File: src/rtl/tile_cursor_pkg.sv
// Shared geometry defaults and the widths derived from them.
package tile_cursor_pkg;

  localparam int unsigned DefHp    = 1920;
  localparam int unsigned DefVp    = 1080;
  localparam int unsigned DefKhMax = 64;
  localparam int unsigned DefKvMax = 64;
  localparam int unsigned DefHblks = 64;
  localparam int unsigned DefVblks = 36;
  localparam int unsigned DefFw    = 8;

  localparam int unsigned DefKhW   = $clog2(DefKhMax + 1);
  localparam int unsigned DefKvW   = $clog2(DefKvMax + 1);
  localparam int unsigned DefHpW   = $clog2(DefKhMax);
  localparam int unsigned DefVpW   = $clog2(DefKvMax);
  localparam int unsigned DefHtW   = $clog2(DefHblks);
  localparam int unsigned DefVtW   = $clog2(DefVblks);
  localparam int unsigned DefIdxW  = $clog2(DefHblks * DefVblks);

endpackage

File: src/rtl/tile_cursor_if.sv
// Video timing bundle: sync and data-enable strobes from the timing source.
interface tile_cursor_if;
  logic hs;
  logic vs;
  logic de;

  modport master (output hs, output vs, output de);
  modport slave  (input hs, input vs, input de);
endinterface

File: src/rtl/tile_axis_counter.sv
// One tiling axis: offset inside the tile, tile index with saturation, sticky overflow.
module tile_axis_counter #(
  parameter int unsigned KMax  = 64,
  parameter int unsigned NBlks = 64,
  parameter int unsigned SW    = $clog2(KMax + 1),
  parameter int unsigned OW    = $clog2(KMax),
  parameter int unsigned XW    = $clog2(NBlks)
) (
  input  logic          clk_i,
  input  logic          rst_ni,
  input  logic          clr_i,      // hold offset and index at zero
  input  logic          adv_i,      // one pixel / one line elapsed
  input  logic          last_i,     // this unit is the last of the line / frame
  input  logic          ovf_clr_i,
  input  logic [SW-1:0] size_i,     // tile size, already clamped to 1..KMax
  output logic          save_o,
  output logic [OW-1:0] off_o,
  output logic [XW-1:0] idx_o,
  output logic [XW-1:0] idx_d_o,
  output logic          ovf_o
);

  logic [OW-1:0] off_q, off_d;
  logic [XW-1:0] idx_q, idx_d;
  logic          ovf_q, ovf_d;
  logic          at_end;

  // The line/frame end closes a partial tile as well as a full one.
  assign save_o = adv_i && !clr_i && ((SW'(off_q) == size_i - SW'(1)) || last_i);
  assign at_end = (idx_q == XW'(NBlks - 1));

  // Next-state for offset, tile index and overflow flag.
  always_comb begin
    off_d = off_q;
    idx_d = idx_q;
    ovf_d = ovf_q;
    if (clr_i) begin
      off_d = '0;
      idx_d = '0;
    end else if (adv_i) begin
      if (save_o) begin
        off_d = '0;
        // No step after the final tile: an exact fit must not flag overflow.
        if (last_i) begin
          idx_d = '0;
        end else if (at_end) begin
          ovf_d = 1'b1;
        end else begin
          idx_d = idx_q + XW'(1);
        end
      end else begin
        off_d = off_q + OW'(1);
      end
    end
    if (ovf_clr_i) begin
      ovf_d = 1'b0;
    end
  end

  // Axis state registers.
  always_ff @(posedge clk_i or negedge rst_ni) begin
    if (!rst_ni) begin
      off_q <= '0;
      idx_q <= '0;
      ovf_q <= 1'b0;
    end else begin
      off_q <= off_d;
      idx_q <= idx_d;
      ovf_q <= ovf_d;
    end
  end

  assign off_o   = off_q;
  assign idx_o   = idx_q;
  assign idx_d_o = idx_d;
  assign ovf_o   = ovf_q;

endmodule

File: src/rtl/tile_cursor.sv
// Tracks the current tile and in-tile offset of the video raster.
module tile_cursor
  import tile_cursor_pkg::*;
#(
  parameter int unsigned HP       = DefHp,
  parameter int unsigned VP       = DefVp,
  parameter int unsigned KH_MAX   = DefKhMax,
  parameter int unsigned KV_MAX   = DefKvMax,
  parameter int unsigned HBLKS    = DefHblks,
  parameter int unsigned VBLKS    = DefVblks,
  parameter logic        SYNC_POL = 1'b1,
  parameter int unsigned FW       = DefFw,
  localparam int unsigned KhW     = $clog2(KH_MAX + 1),
  localparam int unsigned KvW     = $clog2(KV_MAX + 1),
  localparam int unsigned HpW     = $clog2(KH_MAX),
  localparam int unsigned VpW     = $clog2(KV_MAX),
  localparam int unsigned HtW     = $clog2(HBLKS),
  localparam int unsigned VtW     = $clog2(VBLKS),
  localparam int unsigned IdxW    = $clog2(HBLKS * VBLKS)
) (
  input  logic            clk_i,
  input  logic            rst_ni,
  tile_cursor_if.slave    vid,
  input  logic [KhW-1:0]  kh_i,
  input  logic [KvW-1:0]  kv_i,
  output logic            de_fall_o,
  output logic            h_save_o,
  output logic            v_save_o,
  output logic [HtW-1:0]  ht_cur_o,
  output logic [VtW-1:0]  vt_cur_o,
  output logic [HpW-1:0]  hp_o,
  output logic [VpW-1:0]  vp_o,
  output logic [IdxW-1:0] tile_idx_o,
  output logic            frame_end_o,
  output logic [FW-1:0]   frame_cnt_o,
  output logic            ovf_o
);

  localparam int unsigned HxW = $clog2(HP + 1);
  localparam int unsigned VxW = $clog2(VP + 1);

  logic            hs, vs, vs_eff, de_m, de_q, de_fall;
  logic            armed_q;
  logic [HxW-1:0]  hx_q, hx_d;
  logic [VxW-1:0]  vx_q, vx_d;
  logic [KhW-1:0]  kh_q, kh_c;
  logic [KvW-1:0]  kv_q, kv_c;
  logic [FW-1:0]   frame_cnt_q;
  logic [IdxW-1:0] tile_idx_q;
  logic [HtW-1:0]  ht_d;
  logic [VtW-1:0]  vt_d;
  logic            h_last, v_last, ovf_h, ovf_v;

  assign hs = vid.hs ~^ SYNC_POL;
  assign vs = vid.vs ~^ SYNC_POL;

  // Until a vs is seen after reset, the raster position is unknown: hold everything cleared.
  assign vs_eff  = vs || !armed_q;
  // hs overrides de; nothing counts before the first vs.
  assign de_m    = vid.de && !hs && armed_q;
  assign de_fall = de_q && !de_m;

  assign h_last = (hx_q == HxW'(HP - 1));
  assign v_last = (vx_q == VxW'(VP - 1));

  // Clamp requested tile sizes into 1..MAX.
  always_comb begin
    kh_c = kh_i;
    kv_c = kv_i;
    if (kh_i == '0) begin
      kh_c = KhW'(1);
    end else if (kh_i > KhW'(KH_MAX)) begin
      kh_c = KhW'(KH_MAX);
    end
    if (kv_i == '0) begin
      kv_c = KvW'(1);
    end else if (kv_i > KvW'(KV_MAX)) begin
      kv_c = KvW'(KV_MAX);
    end
  end

  // Raster position counters.
  always_comb begin
    hx_d = hx_q;
    vx_d = vx_q;
    if (hs || !armed_q) begin
      hx_d = '0;
    end else if (de_m) begin
      hx_d = hx_q + HxW'(1);
    end
    if (vs_eff) begin
      vx_d = '0;
    end else if (de_fall) begin
      vx_d = vx_q + VxW'(1);
    end
  end

  tile_axis_counter #(
    .KMax  (KH_MAX),
    .NBlks (HBLKS),
    .SW    (KhW),
    .OW    (HpW),
    .XW    (HtW)
  ) u_h_axis (
    .clk_i     (clk_i),
    .rst_ni    (rst_ni),
    .clr_i     (!de_m || vs_eff),
    .adv_i     (de_m),
    .last_i    (h_last),
    .ovf_clr_i (vs_eff),
    .size_i    (kh_q),
    .save_o    (h_save_o),
    .off_o     (hp_o),
    .idx_o     (ht_cur_o),
    .idx_d_o   (ht_d),
    .ovf_o     (ovf_h)
  );

  tile_axis_counter #(
    .KMax  (KV_MAX),
    .NBlks (VBLKS),
    .SW    (KvW),
    .OW    (VpW),
    .XW    (VtW)
  ) u_v_axis (
    .clk_i     (clk_i),
    .rst_ni    (rst_ni),
    .clr_i     (vs_eff),
    .adv_i     (de_fall),
    .last_i    (v_last),
    .ovf_clr_i (vs_eff),
    .size_i    (kv_q),
    .save_o    (v_save_o),
    .off_o     (vp_o),
    .idx_o     (vt_cur_o),
    .idx_d_o   (vt_d),
    .ovf_o     (ovf_v)
  );

  assign frame_end_o = de_fall && !vs_eff && v_last;

  // Frame-level state: de delay, arming, tile sizes latched during vs, frame count, linear index.
  always_ff @(posedge clk_i or negedge rst_ni) begin
    if (!rst_ni) begin
      de_q        <= 1'b0;
      armed_q     <= 1'b0;
      hx_q        <= '0;
      vx_q        <= '0;
      kh_q        <= KhW'(KH_MAX);
      kv_q        <= KvW'(KV_MAX);
      frame_cnt_q <= '0;
      tile_idx_q  <= '0;
    end else begin
      de_q       <= de_m;
      armed_q    <= armed_q || vs;
      hx_q       <= hx_d;
      vx_q       <= vx_d;
      tile_idx_q <= IdxW'(vt_d) * IdxW'(HBLKS) + IdxW'(ht_d);
      if (vs) begin
        kh_q <= kh_c;
        kv_q <= kv_c;
      end
      if (frame_end_o) begin
        frame_cnt_q <= frame_cnt_q + FW'(1);
      end
    end
  end

  assign de_fall_o   = de_fall;
  assign frame_cnt_o = frame_cnt_q;
  assign tile_idx_o  = tile_idx_q;
  assign ovf_o       = ovf_h || ovf_v;

endmodule
File: src/flat_wrapper.sv
// flat-port wrapper written by rule: the top's interface ports become plain ports
module tile_cursor_flat import tile_cursor_pkg::*;
#(
  parameter int unsigned HP       = DefHp,
  parameter int unsigned VP       = DefVp,
  parameter int unsigned KH_MAX   = DefKhMax,
  parameter int unsigned KV_MAX   = DefKvMax,
  parameter int unsigned HBLKS    = DefHblks,
  parameter int unsigned VBLKS    = DefVblks,
  parameter logic        SYNC_POL = 1'b1,
  parameter int unsigned FW       = DefFw,
  localparam int unsigned KhW     = $clog2(KH_MAX + 1),
  localparam int unsigned KvW     = $clog2(KV_MAX + 1),
  localparam int unsigned HpW     = $clog2(KH_MAX),
  localparam int unsigned VpW     = $clog2(KV_MAX),
  localparam int unsigned HtW     = $clog2(HBLKS),
  localparam int unsigned VtW     = $clog2(VBLKS),
  localparam int unsigned IdxW    = $clog2(HBLKS * VBLKS)
)
  (clk_i, rst_ni, kh_i, kv_i, de_fall_o, h_save_o, v_save_o, ht_cur_o, vt_cur_o, hp_o, vp_o, tile_idx_o, frame_end_o, frame_cnt_o, ovf_o, vid_hs, vid_vs, vid_de);
  tile_cursor_if vid_i ();
  input  logic clk_i;
  input  logic rst_ni;
  input  logic [KhW-1:0] kh_i;
  input  logic [KvW-1:0] kv_i;
  output logic de_fall_o;
  output logic h_save_o;
  output logic v_save_o;
  output logic [HtW-1:0] ht_cur_o;
  output logic [VtW-1:0] vt_cur_o;
  output logic [HpW-1:0] hp_o;
  output logic [VpW-1:0] vp_o;
  output logic [IdxW-1:0] tile_idx_o;
  output logic frame_end_o;
  output logic [FW-1:0] frame_cnt_o;
  output logic ovf_o;
  input wire logic [$bits(vid_i.hs)-1:0] vid_hs;
  input wire logic [$bits(vid_i.vs)-1:0] vid_vs;
  input wire logic [$bits(vid_i.de)-1:0] vid_de;
  assign vid_i.hs = vid_hs;
  assign vid_i.vs = vid_vs;
  assign vid_i.de = vid_de;
  tile_cursor #(.HP(HP), .VP(VP), .KH_MAX(KH_MAX), .KV_MAX(KV_MAX), .HBLKS(HBLKS), .VBLKS(VBLKS), .SYNC_POL(SYNC_POL), .FW(FW)) u_core (.clk_i(clk_i), .rst_ni(rst_ni), .vid(vid_i), .kh_i(kh_i), .kv_i(kv_i), .de_fall_o(de_fall_o), .h_save_o(h_save_o), .v_save_o(v_save_o), .ht_cur_o(ht_cur_o), .vt_cur_o(vt_cur_o), .hp_o(hp_o), .vp_o(vp_o), .tile_idx_o(tile_idx_o), .frame_end_o(frame_end_o), .frame_cnt_o(frame_cnt_o), .ovf_o(ovf_o));
endmodule
File: config.mk
export PLATFORM = sky130hd
export DESIGN_NAME = tile_cursor_flat
export DESIGN_NICKNAME = d
export VERILOG_FILES = /design/src/rtl/tile_cursor_pkg.sv /design/src/rtl/tile_cursor_if.sv /design/src/rtl/tile_axis_counter.sv /design/src/rtl/tile_cursor.sv /design/src/flat_wrapper.sv
export SDC_FILE = /design/constraint.sdc
export NUM_CORES = 1
export LEC_CHECK = 0
export BUFFER_PORTS_ARGS = -buffer_cell sky130_fd_sc_hd__buf_4
export CAP_MARGIN = 25
export CORE_UTILIZATION = 48
export DETAILED_ROUTE_END_ITERATION = 10
export GPL_TIMING_DRIVEN = 0
export PLACE_DENSITY = 0.7
export SYNTH_ARGS = -nofsm -noshare
export SYNTH_HDL_FRONTEND = slang
export SYNTH_SLANG_ARGS = --single-unit
File: constraint.sdc
create_clock -name clk_i -period 4.3 [get_ports clk_i]
set_input_delay 0.86 -clock clk_i [delete_from_list [all_inputs] [get_ports clk_i]]
set_output_delay 0.86 -clock clk_i [all_outputs]
set_load 0.005 [all_outputs]
==> impl_metrics.py <==
metrics = {
    "min_path": {
        "worstHoldEndpoint": "u_core.u_v_axis.ovf_o$_DFFE_PN0P_",
        "min-delay-start": "u_core.u_v_axis.ovf_o$_DFFE_PN0P_",
        "hp-class": "flip-flop to flip-flop",
        "holdPathStages": 2,
    },
    "clock_tree": {
        "clk-insertion-delay-late_ns": 0.34,
        "cts_buffer_depth": 2,
        "cts_hold_buf": 0,
        "clk_pin_slew_ns": 0.07,
        "h-tree-depth": 3,
        "post_cts_resize_count": 0,
        "cts_buffers": 9,
        "cts_tree": "yes",
        "cts_root_buf": "clkbuf_8",
        "post_cts_buffers": 0,
        "cts_sinks": 72,
    },
    "cells_and_area": {
        "design_area_sq_um": 4700,
        "layout_commonest_cell": "buf_4",
        "layout-drive-gt1-share": 0.218,
        "ff_latch_area_sq_um": 1800,
        "final_cells": 592,
        "diodes": 0,
        "fill_cells": 704,
        "nNetsFinal": 513,
        "area_growth_syn_to_layout_pct": 21.7,
        "layout_common_cells": "buf_4, dfrtp_1, nor2_1",
        "multi_input_area_sq_um": 1860,
    },
    "floorplan": {
        "coreArea_sq_um": 7770,
        "start_util": 0.497,
        "dieArea_sq_um": 8400,
        "die_y_microns": 91.7,
        "pin_count": 68,
        "std_cell_rows": 32,
        "die_w_microns": 91.7,
    },
    "synthesis": {
        "synth_area_leaders": "dfrtp_1, xor2_1, xnor2_1, nor2_1, nand2_1",
        "synth_warnings": 0,
        "synthCells": 408,
        "synthArstFlopShare": 1.00,
        "synth_edf_count": 0,
        "synth_top_cell_area_share": 0.454,
        "yosys.area.top_type": "dfrtp_1",
        "ys_types": 51,
        "syn_area_sq_um": 3860,
        "syn_avg_cell_area_sq_um": 9.46,
        "ys_ff_latch": 72,
        "ys.flop_type": "dfrtp_1",
        "syn_nets": 436,
        "seq_area_frac_synth": 0.468,
    },
    "pwr": {
        "p_total_uw": 1430,
        "max-vdd-ir-drop_v": 0.000210,
        "p_leak_uw": 0.00221,
        "p_per_area_nw_per_um2": 305,
    },
    "critical_path": {
        "critical_path.reg2reg.startpoint": "u_core.kv_q[0]$_DFFE_PN0P_",
        "cp_max_fo": 8,
        "r2r-end": "u_core.tile_idx_o[7]$_DFFE_PN0P_",
        "cp.arrival_ns": 2.84,
        "r2r_cells": 8,
        "cp.required_ns": 3.44,
        "rrSetupSlack_ns": 1.57,
        "cp-end-kind": "output pin",
        "critPathKind": "flip-flop to output pin",
        "worstSetupStartpointType": "flip-flop",
    },
    "sta": {
        "period_share": 0.860,
        "rsz0062_at_grt": "no",
        "slew_violations": 0,
        "fin_skew_ns": 0.0147,
        "fmax_mhz": 270,
        "maxSlewHeadroom": 0.403,
        "fin_tns_setup_ns": 0,
        "fin_crit_ns": 3.70,
        "setup_viol": 0,
        "hold_viol": 0,
        "worst_pin_slew_ns": 0.895,
    },
    "route": {
        "dr.pass1.iters": 4,
        "route.detailed.drc": 0,
        "drtIter0Drc": 113,
        "routed-via-count": 3089,
        "drt.antenna.violating_nets": 0,
        "avgRoutedWirePerCell_microns": 13.7,
        "vias_per_cell": 5.22,
        "routed_wl_mm": 8.11,
    },
    "grt": {
        "antenna_found_initial": 0,
        "grt_pass1_vias": 3063,
        "grt_usage": 0.214,
        "grt_pass1_wl_mm": 14.3,
        "grt_max_degree": 73,
        "grt.overflow.total": 0,
    },
    "placed_design": {
        "dp_hpwl_mm": 5.83,
        "place_congestion": 0.866,
        "dp.cells": 576,
        "portBuffers": 66,
        "placed_area_sq_um": 4480,
    },
    "run_status": {
        "status": "finished clean",
    },
    "job": {
        "drv_cap": 0,
    },
}
-- worst max path at each step --
stage / startpoint / slack, ns / to
4_1_cts: u_core.kh_q[0]$_DFFE_PN0P_ / 0.59 / h_save_o
3_5_place_dp: vid_vs / 0.88 / v_save_o
3_3_place_gp: vid_vs / 0.89 / v_save_o
2_1_floorplan: vid_de / 1.28 / v_save_o
6_report: u_core.kh_q[0]$_DFFE_PN0P_ / 0.60 / h_save_o
5_1_grt: u_core.kh_q[0]$_DFFE_PN0P_ / 0.40 / h_save_o
-- layer usage --
metal  GRT usage  share of wire  vias up
met5           0              0        -
met3      0.0323          0.027       11
met1       0.287           0.47     1486
li1            -              -     1541
met4      0.0754          0.016        0
met2       0.352           0.48       51
-- registers in the layout (all words and copies together), names as in the netlist --
| register | cells |
|---|---|
| u_core.armed_q | 1 |
| u_core.de_q | 1 |
| u_core.frame_cnt_o | 8 |
| u_core.hx_q | 11 |
| u_core.kh_q | 7 |
| u_core.kv_q | 7 |
| u_core.tile_idx_o | 12 |
| u_core.u_h_axis.off_o | 6 |
| u_core.u_h_axis.ovf_o | 1 |
| u_core.u_v_axis.off_o | 6 |
| u_core.u_v_axis.ovf_o | 1 |
| u_core.vx_q | 11 |
-- worst max-delay path, cell delays in order (launching register included) --
cell       delay, ns
dfrtp_1         0.41
inv_1           0.08
ha_1            0.31
xnor2_1         0.12
a2111oi_0       0.58
and3_1          0.24
clkbuf_1        0.30
nor2b_1         0.08
nor3_1          0.21
buf_4           0.16
-- cell type report --
cell class,instances,area share
tap,102,0.0272
buffer,21,0.0264
clock buffer,13,0.0317
multi-input combinational,295,0.395
clock inverter,3,0.0139
sequential,72,0.384
inverter,20,0.0160
timing repair buffer,66,0.106
-- logic make-up (layout without fill, tap and decap cells) --
group                      Yosys count  after routing  synth area share
adders and majority gates            9              9            0.0292
DFF                                 72             72             0.468
xor gates and xnor gates            49             49             0.111
buffers and inverters               41            123            0.0516
muxes                                5              5            0.0139
AOI/OAI and AO/OA                   53             53            0.0889
and+or+nand+nor                    179            179             0.238
-- where the power goes --
part           internal, uW  total [uW]  leakage (uW)  switching, uW
sequential              694         712      0.000978           17.8
clock                   343         588      0.000108            245
combinational          54.6         131       0.00113           76.8
total                  1090        1430       0.00221            340
-- cell usage after synthesis, drive strengths merged (2+ instances only) --
master,instances
dfrtp,70
nor2,47
nand2,45
xor2,26
xnor2,23
inv,19
a21oi,17
nand3,17
nand4,14
buf,13
nor3,11
o21ai,10
o22ai,10
ha,9
nand2b,9
clkbuf,8
and3,6
or3,6
a21o,5
or2,4
mux2,3
o31ai,3
or4b,3
and2,2
and3b,2
and4,2
and4b,2
dfstp,2
mux2i,2
nand3b,2
nor4,2
nor4b,2
o2bb2ai,2
-- metrics by stage --
step / hold WS (ns) / util / setup WS, ns
2_1_floorplan: 0.454 / - / 1.28
4_1_cts: 0.495 / 0.605 / 0.588
3_5_place_dp: 0.477 / 0.577 / 0.880
3_3_place_gp: 0.465 / 0.577 / 0.891
5_1_grt: 0.534 / 0.605 / 0.403
6_report: 0.495 / 0.605 / 0.603
(Power assumes the default switching activity.)
